$ cat src/rtl/wb_port_arbiter.sv
// wb_port_arbiter
//   Shares the single register-file write port between the in-order pipeline
//   writeback and the multiply/divide unit (MDU). The pipeline has priority.
//   MDU results queue in a small FIFO and drain into idle write slots. If the
//   FIFO stays undrained for STARVE_MAX consecutive cycles, the pipeline is
//   stalled for one cycle so that the head entry can be written.
//
// Ports
//   clk, rst                     clock, synchronous active-high reset
//   pipe_we/pipe_rd/pipe_data    pipeline writeback request (x0 writes dropped)
//   pipe_stall                   pipeline must hold its writeback this cycle
//   mdu_valid/mdu_rd/mdu_data    MDU result offer (held until accepted)
//   mdu_ready                    FIFO can accept an MDU result this cycle
//   rf_we/rf_waddr/rf_wdata      registered register-file write port
//   busy_mask                    bit i set while a queued entry targets x[i]
module wb_port_arbiter #(
   parameter int XLEN       = 32,
   parameter int DEPTH      = 2,
   parameter int STARVE_MAX = 4
) (
   input  logic            clk,
   input  logic            rst,
   input  logic            pipe_we,
   input  logic [4:0]      pipe_rd,
   input  logic [XLEN-1:0] pipe_data,
   output logic            pipe_stall,
   input  logic            mdu_valid,
   input  logic [4:0]      mdu_rd,
   input  logic [XLEN-1:0] mdu_data,
   output logic            mdu_ready,
   output logic            rf_we,
   output logic [4:0]      rf_waddr,
   output logic [XLEN-1:0] rf_wdata,
   output logic [31:0]     busy_mask
);

   localparam int AW = $clog2(DEPTH);
   localparam int CW = $clog2(STARVE_MAX + 1);
   localparam logic [AW:0]   PTR_ONE = (AW + 1)'(1);
   localparam logic [CW-1:0] CNT_ONE = CW'(1);
   localparam logic [CW-1:0] CNT_MAX = CW'(STARVE_MAX);

   // Pointers carry one extra wrap bit so full and empty can be told apart.
   logic [AW:0]     rd_ptr_q, rd_ptr_d;
   logic [AW:0]     wr_ptr_q, wr_ptr_d;
   logic [4:0]      ent_rd_q   [DEPTH];
   logic [4:0]      ent_rd_d   [DEPTH];
   logic [XLEN-1:0] ent_data_q [DEPTH];
   logic [XLEN-1:0] ent_data_d [DEPTH];
   logic [CW-1:0]   starve_cnt_q, starve_cnt_d;
   logic            rf_we_q, rf_we_d;
   logic [4:0]      rf_waddr_q, rf_waddr_d;
   logic [XLEN-1:0] rf_wdata_q, rf_wdata_d;

   logic            empty;
   logic            full;
   logic [AW:0]     count;
   logic [AW-1:0]   head_idx;
   logic [AW-1:0]   tail_idx;
   logic [AW-1:0]   slot_off;
   logic            pipe_req;
   logic            starved;
   logic            drain;
   logic            enq;
   logic [31:0]     busy_c;

   always_comb begin
      empty    = (rd_ptr_q == wr_ptr_q);
      full     = (rd_ptr_q[AW-1:0] == wr_ptr_q[AW-1:0]) && (rd_ptr_q[AW] != wr_ptr_q[AW]);
      count    = wr_ptr_q - rd_ptr_q;
      head_idx = rd_ptr_q[AW-1:0];
      tail_idx = wr_ptr_q[AW-1:0];
      pipe_req = pipe_we && (pipe_rd != 5'd0);
      starved  = (starve_cnt_q == CNT_MAX);
      drain    = !empty && (!pipe_req || starved);

      // Readiness comes from registered occupancy only, so a same-cycle
      // dequeue never opens a slot in a full FIFO.
      mdu_ready  = !full && !rst;
      pipe_stall = drain && pipe_req && !rst;
      // Results for x0 complete the handshake but are never queued.
      enq        = mdu_valid && mdu_ready && (mdu_rd != 5'd0);

      // A slot is occupied when its distance from the head is below count.
      busy_c   = '0;
      slot_off = '0;
      for (int unsigned i = 0; i < DEPTH; i++) begin
         slot_off = AW'(i) - head_idx;
         if ({1'b0, slot_off} < count) begin
            busy_c[ent_rd_q[AW'(i)]] = 1'b1;
         end
      end
      busy_c[0] = 1'b0;
      busy_mask = rst ? '0 : busy_c;
   end

   always_comb begin
      rd_ptr_d     = rd_ptr_q;
      wr_ptr_d     = wr_ptr_q;
      ent_rd_d     = ent_rd_q;
      ent_data_d   = ent_data_q;
      starve_cnt_d = starve_cnt_q;
      rf_we_d      = 1'b0;
      rf_waddr_d   = rf_waddr_q;
      rf_wdata_d   = rf_wdata_q;

      if (drain) begin
         rf_we_d    = 1'b1;
         rf_waddr_d = ent_rd_q[head_idx];
         rf_wdata_d = ent_data_q[head_idx];
         rd_ptr_d   = rd_ptr_q + PTR_ONE;
      end else if (pipe_req) begin
         rf_we_d    = 1'b1;
         rf_waddr_d = pipe_rd;
         rf_wdata_d = pipe_data;
      end

      if (enq) begin
         ent_rd_d[tail_idx]   = mdu_rd;
         ent_data_d[tail_idx] = mdu_data;
         wr_ptr_d             = wr_ptr_q + PTR_ONE;
      end

      if (empty || drain) begin
         starve_cnt_d = '0;
      end else if (!starved) begin
         starve_cnt_d = starve_cnt_q + CNT_ONE;
      end
   end

   always_ff @(posedge clk) begin
      if (rst) begin
         rd_ptr_q     <= '0;
         wr_ptr_q     <= '0;
         starve_cnt_q <= '0;
         rf_we_q      <= 1'b0;
         rf_waddr_q   <= '0;
         rf_wdata_q   <= '0;
      end else begin
         rd_ptr_q     <= rd_ptr_d;
         wr_ptr_q     <= wr_ptr_d;
         starve_cnt_q <= starve_cnt_d;
         rf_we_q      <= rf_we_d;
         rf_waddr_q   <= rf_waddr_d;
         rf_wdata_q   <= rf_wdata_d;
      end
   end

   // Entry storage is qualified by the pointers and needs no reset.
   always_ff @(posedge clk) begin
      ent_rd_q   <= ent_rd_d;
      ent_data_q <= ent_data_d;
   end

   assign rf_we    = rf_we_q;
   assign rf_waddr = rf_waddr_q;
   assign rf_wdata = rf_wdata_q;

endmodule

$ cat config.mk
export PLATFORM = sky130hd
export DESIGN_NAME = wb_port_arbiter
export DESIGN_NICKNAME = d
export VERILOG_FILES = /design/src/rtl/wb_port_arbiter.sv
export SDC_FILE = /design/constraint.sdc
export NUM_CORES = 1
export LEC_CHECK = 0
export ABC_AREA = 1
export CORE_UTILIZATION = 31
export CTS_BUF_LIST = sky130_fd_sc_hd__clkbuf_16
export DETAILED_ROUTE_END_ITERATION = 8
export PLACE_DENSITY = 0.54
export REMOVE_ABC_BUFFERS = 1
export SLEW_MARGIN = 20
export SYNTH_ARGS = -nofsm -noshare
export SYNTH_HDL_FRONTEND = slang
export SYNTH_SLANG_ARGS = --single-unit
export TNS_END_PERCENT = 10
$ cat constraint.sdc
create_clock -name clk -period 7.2 [get_ports clk]
set_clock_uncertainty 0.1 [all_clocks]
set_input_delay 1.44 -clock clk [delete_from_list [all_inputs] [get_ports clk]]
set_output_delay 1.44 -clock clk [all_outputs]
set_load 0.005 [all_outputs]
# Word-level counts from Yosys, hierarchy flattened
# Cells that the tools add are included.
[word_totals]
regBits = 119
out_inout_bits = 72
[classes]
addsub = 6
n_lt_le_gt_ge = 9
n_eq_ne = 4
mux = 25
bitwise = 3
reduce_logical = 21
[ops]
columns = ["operator", "n"]
rows = [
  ["two-way mux 32 bit", 9],
  ["bitwise mux 64 bit", 1],
  ["demux 32 bit (select 1 bit)", 1],
  ["bitwise OR 32 bit", 1],
  ["two-way mux 5 bit", 6],
  ["less-than comparator 5 x 6 -> 1 bit, second input constant", 2],
  ["logical AND 1 bit", 11],
  ["bitwise mux 10 bit", 1],
  ["demux 1 bit (select 5 bit)", 2],
  ["greater-or-equal comparator 5 x 1 -> 1 bit, second input constant", 2],
  ["nonzero test 5 bit", 2],
  ["demux 5 bit (select 1 bit)", 1],
  ["adder 2 x 1 -> 2 bit, second input constant", 2],
  ["greater-or-equal comparator 2 bit, second input constant", 2],
  ["logical NOT 1 bit", 4],
  ["less-than comparator 1 x 2 -> 1 bit", 2],
  ["two-way mux 1 bit", 4],
  ["inverter 1 -> 2 bit", 2],
  ["adder 3 x 1 -> 3 bit, second input constant", 1],
  ["equality test 3 bit, second input constant", 1],
  ["equality test 2 bit", 1],
  ["logical OR 1 bit", 2],
  ["less-than comparator 2 x 1 -> 1 bit, second input constant", 1],
  ["nonzero test 2 bit", 1],
  ["other kinds (5)", 6],
]

# Logic depth before layout (Yosys ltp)
# Gate-level depths: netlist of the first run.
[logic_depth]
depth_word = 8
mapped_depth = 11

# Worst setup path before layout of the first run
# OpenSTA, ideal clock, no wires.
[synth_timing]
path_type = "in2reg"
from = "input rst"
to = "register ent_data_q[32] (netlist name), enable pin"
arrival_time_ns = 3.416
required_ns = 6.669
setup_slack_ns = 3.253
cell_stages = 4
n_path_buf = 1
cell_sequence = "buf_2 -> inv_1 -> nand4_1 -> nor2_1"
[synth_via]
elab_chain_len = 4
[synth_rtl]
columns = ["item", "line_no", "text"]
rows = [
  ["start, declared", "22", "input logic rst,"],
  ["logical NOT 1 bit", "79", "mdu_ready = !full && !rst;"],
  ["logical AND 1 bit", "79", ""],
  ["logical AND 1 bit (2 in a row)", "82", "enq = mdu_valid && mdu_ready && (mdu_rd != 5'd0);"],
  ["end signal, assigned", "152", "ent_data_q <= ent_data_d;"],
  ["end, declared", "48", "logic [XLEN-1:0] ent_data_q [DEPTH];"],
]
# No other way between the ends.
# A chain may end at the register's enable or synchronous reset.

# Worst setup path in the final report of the first run
[layout_timing]
from = "register rd_ptr_q[0]"
to = "output busy_mask[5]"
[layout_via]
elab_chain_len = 6
[layout_rtl]
columns = ["item", "line_no", "text"]
rows = [
  ["start, declared", "44", "logic [AW:0] rd_ptr_q, rd_ptr_d;"],
  ["start signal, assigned", "140", "rd_ptr_q <= rd_ptr_d;"],
  ["subtractor 2 bit or subtractor 1 bit (tied branches)", "70, 88", ""],
  ["less-than comparator 1 x 2 -> 1 bit", "89", "if ({1'b0, slot_off} < count) begin"],
  ["two-way mux 32 bit", "89", ""],
  ["bitwise OR 32 bit (no source line)", "n/a", ""],
  ["two-way mux 32 bit *", "89", ""],
  ["two-way mux 32 bit *", "94", "busy_mask = rst ? '0 : busy_c;"],
  ["end, declared", "34", "output logic [31:0] busy_mask"],
]
# Mark *: on every way between the ends. The rest lies on a longest branch, timed or not.

==> impl_summary.md, run 1 <==
Run status
The flow ran to the end, and the final reports show no timing, DRC or antenna violations.

Finish
The post-synthesis to final-layout area growth is 40.2%. The net count reported at finish is 864. The area of all placed cells without fillers is 0.00784 mm². 0 antenna diodes ended up in the layout.

After filler insertion, the fill cell instance count of the layout stands at 1650. The fraction of layout instances using a drive strength above 1 is 9.57%.

STA
The relative slew slack is 22.4%. In the post-route analysis, the smallest setup slack over all paths is 1.82 ns. The total negative slack is 0 ns. The slew at the pin closest to its max-slew limit is 1.16 ns.

The count of final setup violators is 0. The total count of max-transition violations in the final report is 0. The final critical path takes up 74.7% of the cycle. The maximum clock frequency is 186 MHz. The final hold violation count is 0. Setup repair after global routing left no endpoint under its margin. The clock period could shrink to 5.38 ns.

Place
Prior to clock tree synthesis, the placed netlist has a worst setup slack of 2.24 ns. Once placement finished, the instance area stood at 0.00723 mm². During placement, the flow inserted port buffers numbering 148. The HPWL reported at the end of detailed placement is 9790 µm. The routability congestion estimate from global placement is 0.829.

Critical path
The endpoint of the most critical register-to-register path is ent_data_q[0]. At the worst endpoint, the arrival time is 3.84 ns. The kind of start point of the critical path is a flip-flop. The sort of element at the end of the critical path is an output port. The startpoint identified for the worst register-to-register timing path is rd_ptr_q[0]. The highest fanout seen on the critical path is 46.

The worst setup path is of the reg2out kind. The worst register-to-register path has a setup slack of 3.55 ns. The data required time of the critical path is 5.66 ns. For the worst flop-to-flop path, the logic depth is 7.

Logic synthesis
The number of different library cells used by synthesis comes to 29. The synthesized area is 0.00559 mm². The warning count from the yosys run is 0. After synthesis the netlist holds a flip-flop and latch count of 119. The number of standard cells after synthesis is 642. Summing the sequential cell areas from Yosys gives 55.9% of the chip area.

After synthesis, the mean cell area works out to 8.71 µm².

Power and ir drop
Across the VDD grid, the largest voltage drop is 161 µV. The reported leakage power is 3.05 nW. The proportion of power drawn by flip-flops and latches is 41.4%. Combinational cells account for 16.9% of the total power. The net switching component of the power is 0.514 mW.

The relative contribution of the clock network to total power is 41.7%. The internal power of the cells totals 1.45 mW. The fraction of power spent switching nets is 26.2%.

The power per cell area is 250 mW/mm².

Global routing
For this run the aggregate overflow at the end of global routing stands at 0. Entering global routing, the biggest net connects 47 pins. The overall global routing resource usage is 16.4%. The initial antenna violation count is 0.

The via count of the first global-routing pass is 4586. The first-pass GRT wire length is 23000 µm.

Detailed routing
The first routing iteration left 282 violations. Using the TritonRoute via totals, the vias-per-cell ratio works out to 4.68. The number of routed nets with antenna violations is 0.

The met2 wire length is 6860 µm. In the routed design, unresolved DRC markers number 0. The wire length on met3 is 1040 µm. The first detailed-routing pass took 5 iterations. The total number of vias is 4764. The wire length on met1 is 6680 µm.

For this block, the routed nets add up to 14800 µm of wire. The highest layer used for signal routing is met4. The post-detailed-route wirelength per cell is 14.5 µm.

Floorplanning
Pin placement for this block handled 150 I/O pins. The floorplan has 48 rows. The die area is 0.0186 mm². The floorplan step defined a core boundary enclosing 0.0175 mm². The width of the die is 136 µm. The starting density of the core is 32.0%. The die is 136 µm tall.

Clock tree
The clock tree synthesis step divided the H-tree into 4 levels. For the worst-skew pair, the clock arrives at the later sink with an insertion delay of 0.41 ns. The CTS tree is yes. The CTS buffer count is 17.

The root buffer selected by CTS is clkbuf_16. The register clock-pin slew on the reported worst setup and hold paths is 0.06 ns. The post-CTS resize count is 0. The count of clock tree sinks is 119. After clock tree synthesis, the setup repair step added 0 buffers. The maximum clock path buffer count is 2. The number of hold buffers added after CTS was 0.

Min path
For hold timing, the worst endpoint is rf_wdata[10]. The number of cells on the worst hold path is 2. The hold path startpoint is rf_wdata[10]. The class of the worst hold path is reg2reg.

Job
Across the run, the number of max-cap violations was 0.
-- cell type report --
cell class	instances	area, µm²	share of cell area, %
timing repair buffer	152	1570	20.1
sequential	119	3120	39.9
clock buffer	17	425	5.43
inverter	59	221	2.83
clock inverter	15	154	1.96
tap	225	282	3.59
multi-input combinational	432	2060	26.3
-- registers in the layout, summed over array words and instances, names as in the netlist --
register,flops
ent_data_q,64
rf_wdata,32
ent_rd_q,10
rf_waddr,5
starve_cnt_q,3
rd_ptr_q,2
wr_ptr_q,2
rf_we,1
-- layer usage --
metal	track usage, %	vias up
li1	-	2396
met1	20.7	2180
met2	26.3	170
met3	5.63	18
met4	5.37	0
met5	0	-
-- cell families after synthesis --
kind of cell / after synthesis / share of synthesized area (%)
fa+ha+maj: 5 / 1.12
simple gates: 349 / 28.2
compound gates: 74 / 6.69
buf+inv: 91 / 7.61
other cells: 1 / 0.0671
flops: 119 / 55.9
xor+xnor: 3 / 0.470
-- critical path: stages (launching register included) --
cell and delay, ns:
dfxtp_2 0.55, inv_1 0.84, ha_1 0.27, nor2_1 0.07
nor3_1 0.81, nand2_1 0.17, a21oi_1 0.18, clkdlybuf4s50_1 0.53
-- layout by cell type, fill, tap and decap left out, drive strengths merged, types with 12 or more instances in the layout --
| cell type | instances |
|---|---|
| nand2 | 197 |
| inv | 61 |
| a21oi | 36 |
| dfxtp | 45 |
| clkbuf | 17 |
| nor3 | 25 |
| o21ai | 38 |
| or2 | 33 |
| clkdlybuf4s50 | 148 |
| nand3 | 80 |
| edfxtp | 74 |
| nor2 | 12 |
-- power by group through the flow --
stage	clock (mW)	sequential (mW)	combinational (mW)
floorplan	0	0.821	0.149
global placement	0	0.825	0.321
detailed placement	0	0.826	0.332
CTS	0.842	0.812	0.334
global route	0.874	0.819	0.369
finish	0.818	0.812	0.332
-- cells in the mapped netlist, drive strengths merged --
master / count / area [µm²]
a21oi: 36 / 184
buf: 21 / 163
clkbuf: 11 / 41.3
conb: 1 / 3.75
dfxtp: 45 / 901
edfxtp: 74 / 2220
ha: 5 / 62.6
inv: 59 / 221
nand2: 197 / 759
nand3: 80 / 405
nand3b: 1 / 7.51
nand4: 1 / 6.26
nor2: 12 / 63.8
nor3: 25 / 125
o21ai: 38 / 190
or2: 33 / 206
xnor2: 1 / 8.76
xor2: 2 / 17.5
-- metrics by stage --
| step | power (mW) | hold WS (ns) | util [%] | cells |
|---|---|---|---|---|
| floorplan | 0.971 | 0.317 | - | 610 |
| global placement | 1.15 | 0.331 | 41.1 | 984 |
| detailed placement | 1.16 | 0.338 | 41.4 | 986 |
| finish | 1.96 | 0.349 | 44.8 | 1019 |
| CTS | 1.99 | 0.353 | 44.7 | 1018 |
| global route | 2.06 | 0.364 | 44.8 | 1019 |
-- worst max-delay path by stage --
stage / cells past startpoint / slack (ns) / end / startpoint
floorplan: 5 / 3.12 / ent_data_q[32] / rd_ptr_q[0]
global placement: 6 / 2.27 / pipe_stall / rd_ptr_q[0]
detailed placement: 6 / 2.24 / pipe_stall / rd_ptr_q[0]
CTS: 6 / 1.80 / pipe_stall / rd_ptr_q[0]
global route: 7 / 1.52 / busy_mask[21] / rd_ptr_q[0]
finish: 7 / 1.82 / busy_mask[5] / rd_ptr_q[0]
Power figures use the tool's default switching activity.
==> run 2: changes to the inputs <==
--- a/config.mk
+++ b/config.mk
@@ -9,7 +9,7 @@
 export CORE_UTILIZATION = 31
 export CTS_BUF_LIST = sky130_fd_sc_hd__clkbuf_16
 export DETAILED_ROUTE_END_ITERATION = 8
-export PLACE_DENSITY = 0.54
+export PLACE_DENSITY = 0.56
 export REMOVE_ABC_BUFFERS = 1
 export SLEW_MARGIN = 20
 export SYNTH_ARGS = -nofsm -noshare
==> constraint.sdc (replaced) <==
create_clock -name clk -period 4.9 [get_ports clk]
set_clock_uncertainty 0.1 [all_clocks]
set_input_delay 0.98 -clock clk [delete_from_list [all_inputs] [get_ports clk]]
set_output_delay 0.98 -clock clk [all_outputs]
set_load 0.005 [all_outputs]
==> run 2 against run 1 <==
Compared with the run above: via count decreased by 0.31%; hold slack improved by 0.0027 ns; final cell count increased by 0.29%; largest power group is now sequential cells; critical endpoint is now busy_mask[1]; critical path depth increased by 2; largest cell class unchanged; total power increased by 44%.
==> impl_summary.md, run 2 (synthesis gave the netlist of run 1 again) <==
Run status
The run finished with clean final reports.

Critical path
The data arrival time of the critical path is 3.13 ns. The highest fanout seen on the critical path is 8. The worst register-to-register path has a depth of 7. Traced cell by cell, the critical path runs through nand2_1 > nand2_2 > inv_2 > ha_1 > nor2_1 > nor3_1 > nand2_1 > a21oi_1 > clkdlybuf4s50_1. The worst register-to-register path ends at ent_rd_q[5]. The sort of element at the end of the critical path is an output port.

The reg-to-reg setup timing slack is 2.06 ns. The reg-to-reg startpoint is rd_ptr_q[0]. The worst setup path is launched from a flip-flop. The largest individual stage delay along the critical path comes from the cell nor3_1.

The data required time of the critical path is 3.82 ns. The cell occurring most often along the worst timing path is nand2_1. On the worst path, the slowest cell contributes a delay of 0.86 ns.

The worst setup path is of the reg2out kind.

Clock tree
The maximum clock path buffer count is 2. In this run, CTS created clock tree buffers numbering 17. The H-tree generated during clock tree synthesis spans 4 levels. The number of setup buffers added after CTS is 0. The CTS tree is yes. The tree built by TritonCTS fans out to 119 sinks. After clock tree synthesis, the clock-pin slew on the worst setup and hold paths is 0.05 ns.

The root buffer selected by CTS is clkbuf_16. The number of gates resized after CTS was 0. The clock network latency to the later pin of the worst-skew pair is 0.41 ns.

The number of buffers added to fix hold violations after cts is 0.

Global routing
The pin count of the biggest net entering global routing is 46. The initial antenna violation count is 0. After global routing the overflow that remains totals 0. In the global route stage, overall resource usage came out at 16.3%. The via count of the first global-routing pass is 4625. The first global-routing pass estimated 22700 µm of wire.

Finish
Cells with a size suffix above 1 make up 9.28% of the layout. In the layout the commonest cells are nand2_1, clkdlybuf4s50_1, nand3_1. The multi-input combinational cells in the finished layout cover a total of 0.00206 mm². The net count reported at finish is 867.

The area growth from synthesis to layout is 39.4%. The largest register by flop count is ent_data_q. Leaving out fill and tap cells, the most frequent cell in the layout is nand2_1.

The flip-flop count of the largest register, all copies and words added is 64. 0 antenna diodes ended up in the layout. Once layout is complete, the cells apart from fillers number 1022. The register area is 0.00312 mm².

The layout has 1655 filler cells.

STA
The relative slew slack is 24.6%. Counting I/O delays and the setup requirement, the final critical path takes 4.21 ns. The total count of max-transition violations in the final report is 0. In the final timing run, aggregate negative setup slack is 0 ns. The tightest hold path in the finished design has a slack of 0.352 ns. For the pin with the worst max-slew slack, the measured transition is 1.12 ns. The maximum clock frequency is 238 MHz. Setup violations remaining at the end of the flow were counted as 0. The final hold violation count came to 0.

In the finished design, the share of the clock period the worst path needs comes to 85.9%. Setup repair after global routing left no endpoint under its margin.

Power and ir drop
Combinational logic burns 17.7% of the power. Cell internal power was estimated by the tool at 2.11 mW. The power per cell area is 364 mW/mm². Per report_power, the sequential group accounts for 41.6% of the total. The net switching component of the power is 0.726 mW. In this run the static leakage power is 3.07 nW.

VDD sags by at most 265 µV. The relative contribution of the clock network to total power is 40.6%. Of the total power, the share spent switching nets is 25.6%.

Job
Max-cap violations in this run came to 0.

Min path
The number of cells on the worst hold path is 1. The hold path startpoint is starve_cnt_q[0]. The worst hold path terminates at starve_cnt_q[0].

The class of the worst hold path is reg2reg.

Detailed routing
The number of routed nets with antenna violations is 0. After detailed routing, the wire length on met1 is 6540 µm. The met2 wire length is 7160 µm. The highest layer used for signal routing is met4.

The wire length on met3 is 823 µm. The DRC marker count from the first detailed-route iteration is 230. The length of the first detailed-routing pass in iterations is 4. The routed design has 14800 µm of wire. In the final routed layout, each cell accounts on average for 14.4 µm. After detailed routing, the number of vias per cell comes to 4.65. The DRC violations left is 0. The detailed router placed 4749 vias in this run.

Place
The HPWL reported at the end of detailed placement is 9740 µm. The number of instances in the placed design is 989. The number of buffers added on ports is 148. Routability-driven placement finished with a final weighted congestion of 0.864.

Floorplanning
The die area is 0.0186 mm². The number of core rows is 48. The chip height is 136 µm. The total area inside the core boundary comes to 0.0175 mm². During I/O placement, the number of pins put on the boundary was 150. Once the floorplan was initialized, standard cells occupied 32.0% of the core. The width of the die is 136 µm.
## run 2: cell count changes in the layout (fill, tap and decap cells not counted), sizes merged
cell,previous run,this run
clkinvlp,6,2
clkinv,5,8
inv,61,62
buf,4,7
## run 2: critical path: cells and delay by family, from the launching register on
family | cells | cell delay [ns]
DFF | 1 | 0.40
AOI/OAI and AO/OA | 1 | 0.24
adders and majority gates | 1 | 0.26
and+or+nand+nor | 5 | 1.23
buffers and inverters | 2 | 0.58
## run 2: area by class of cell
| type | count | area share (%) |
|---|---|---|
| timing repair buffer | 155 | 19.9 |
| clock buffer | 17 | 5.46 |
| sequential | 119 | 40.1 |
| multi-input combinational | 432 | 26.5 |
| tap | 225 | 3.61 |
| inverter | 59 | 2.84 |
| clock inverter | 15 | 1.56 |
## run 2: worst max-delay path by stage
stage	from	to	slack, ns
after floorplan	rd_ptr_q[0]	ent_data_q[32]	0.82
after global placement	wr_ptr_q[0]	busy_mask[2]	1.26
after detailed placement	rd_ptr_q[1]	busy_mask[1]	1.17
after CTS	rd_ptr_q[1]	busy_mask[1]	0.72
after global routing	rd_ptr_q[1]	busy_mask[14]	0.57
final	rd_ptr_q[1]	busy_mask[1]	0.69
## run 2: per-stage QoR
| step | total power, mW | setup slack (ns) | util [%] | cell area, µm² |
|---|---|---|---|---|
| 2_1_floorplan | 1.43 | 0.823 | - | 5390 |
| 3_3_place_gp | 1.69 | 1.26 | 41.3 | 7210 |
| 3_5_place_dp | 1.70 | 1.17 | 41.3 | 7210 |
| 4_1_cts | 2.86 | 0.722 | 44.4 | 7760 |
| 5_1_grt | 2.96 | 0.569 | 44.6 | 7790 |
| 6_report | 2.83 | 0.691 | 44.6 | 7790 |
## run 2: power groups by stage
| stage | clock, mW | combinational, mW | sequential [mW] |
|---|---|---|---|
| after detailed placement | 0 | 0.505 | 1.20 |
| after global placement | 0 | 0.494 | 1.20 |
| after CTS | 1.18 | 0.508 | 1.18 |
| after floorplan | 0 | 0.220 | 1.21 |
| after global routing | 1.22 | 0.560 | 1.19 |
| final | 1.15 | 0.503 | 1.18 |
## run 2: metal layers
metal | vias to the layer above | GRT usage (%)
li1 | 2401 | -
met1 | 2188 | 19.5
met2 | 137 | 27.2
met3 | 23 | 4.59
met4 | 0 | 6.98
met5 | - | 0
==> run 3: changes to the inputs <==
--- a/config.mk
+++ b/config.mk
@@ -9,6 +9,7 @@
 export CORE_UTILIZATION = 31
 export CTS_BUF_LIST = sky130_fd_sc_hd__clkbuf_16
 export DETAILED_ROUTE_END_ITERATION = 8
+export GPL_TIMING_DRIVEN = 1
 export PLACE_DENSITY = 0.56
 export REMOVE_ABC_BUFFERS = 1
 export SLEW_MARGIN = 20
==> results of run 3 <==
No change in the layout: final DEF, timing and power equal those of run 2.
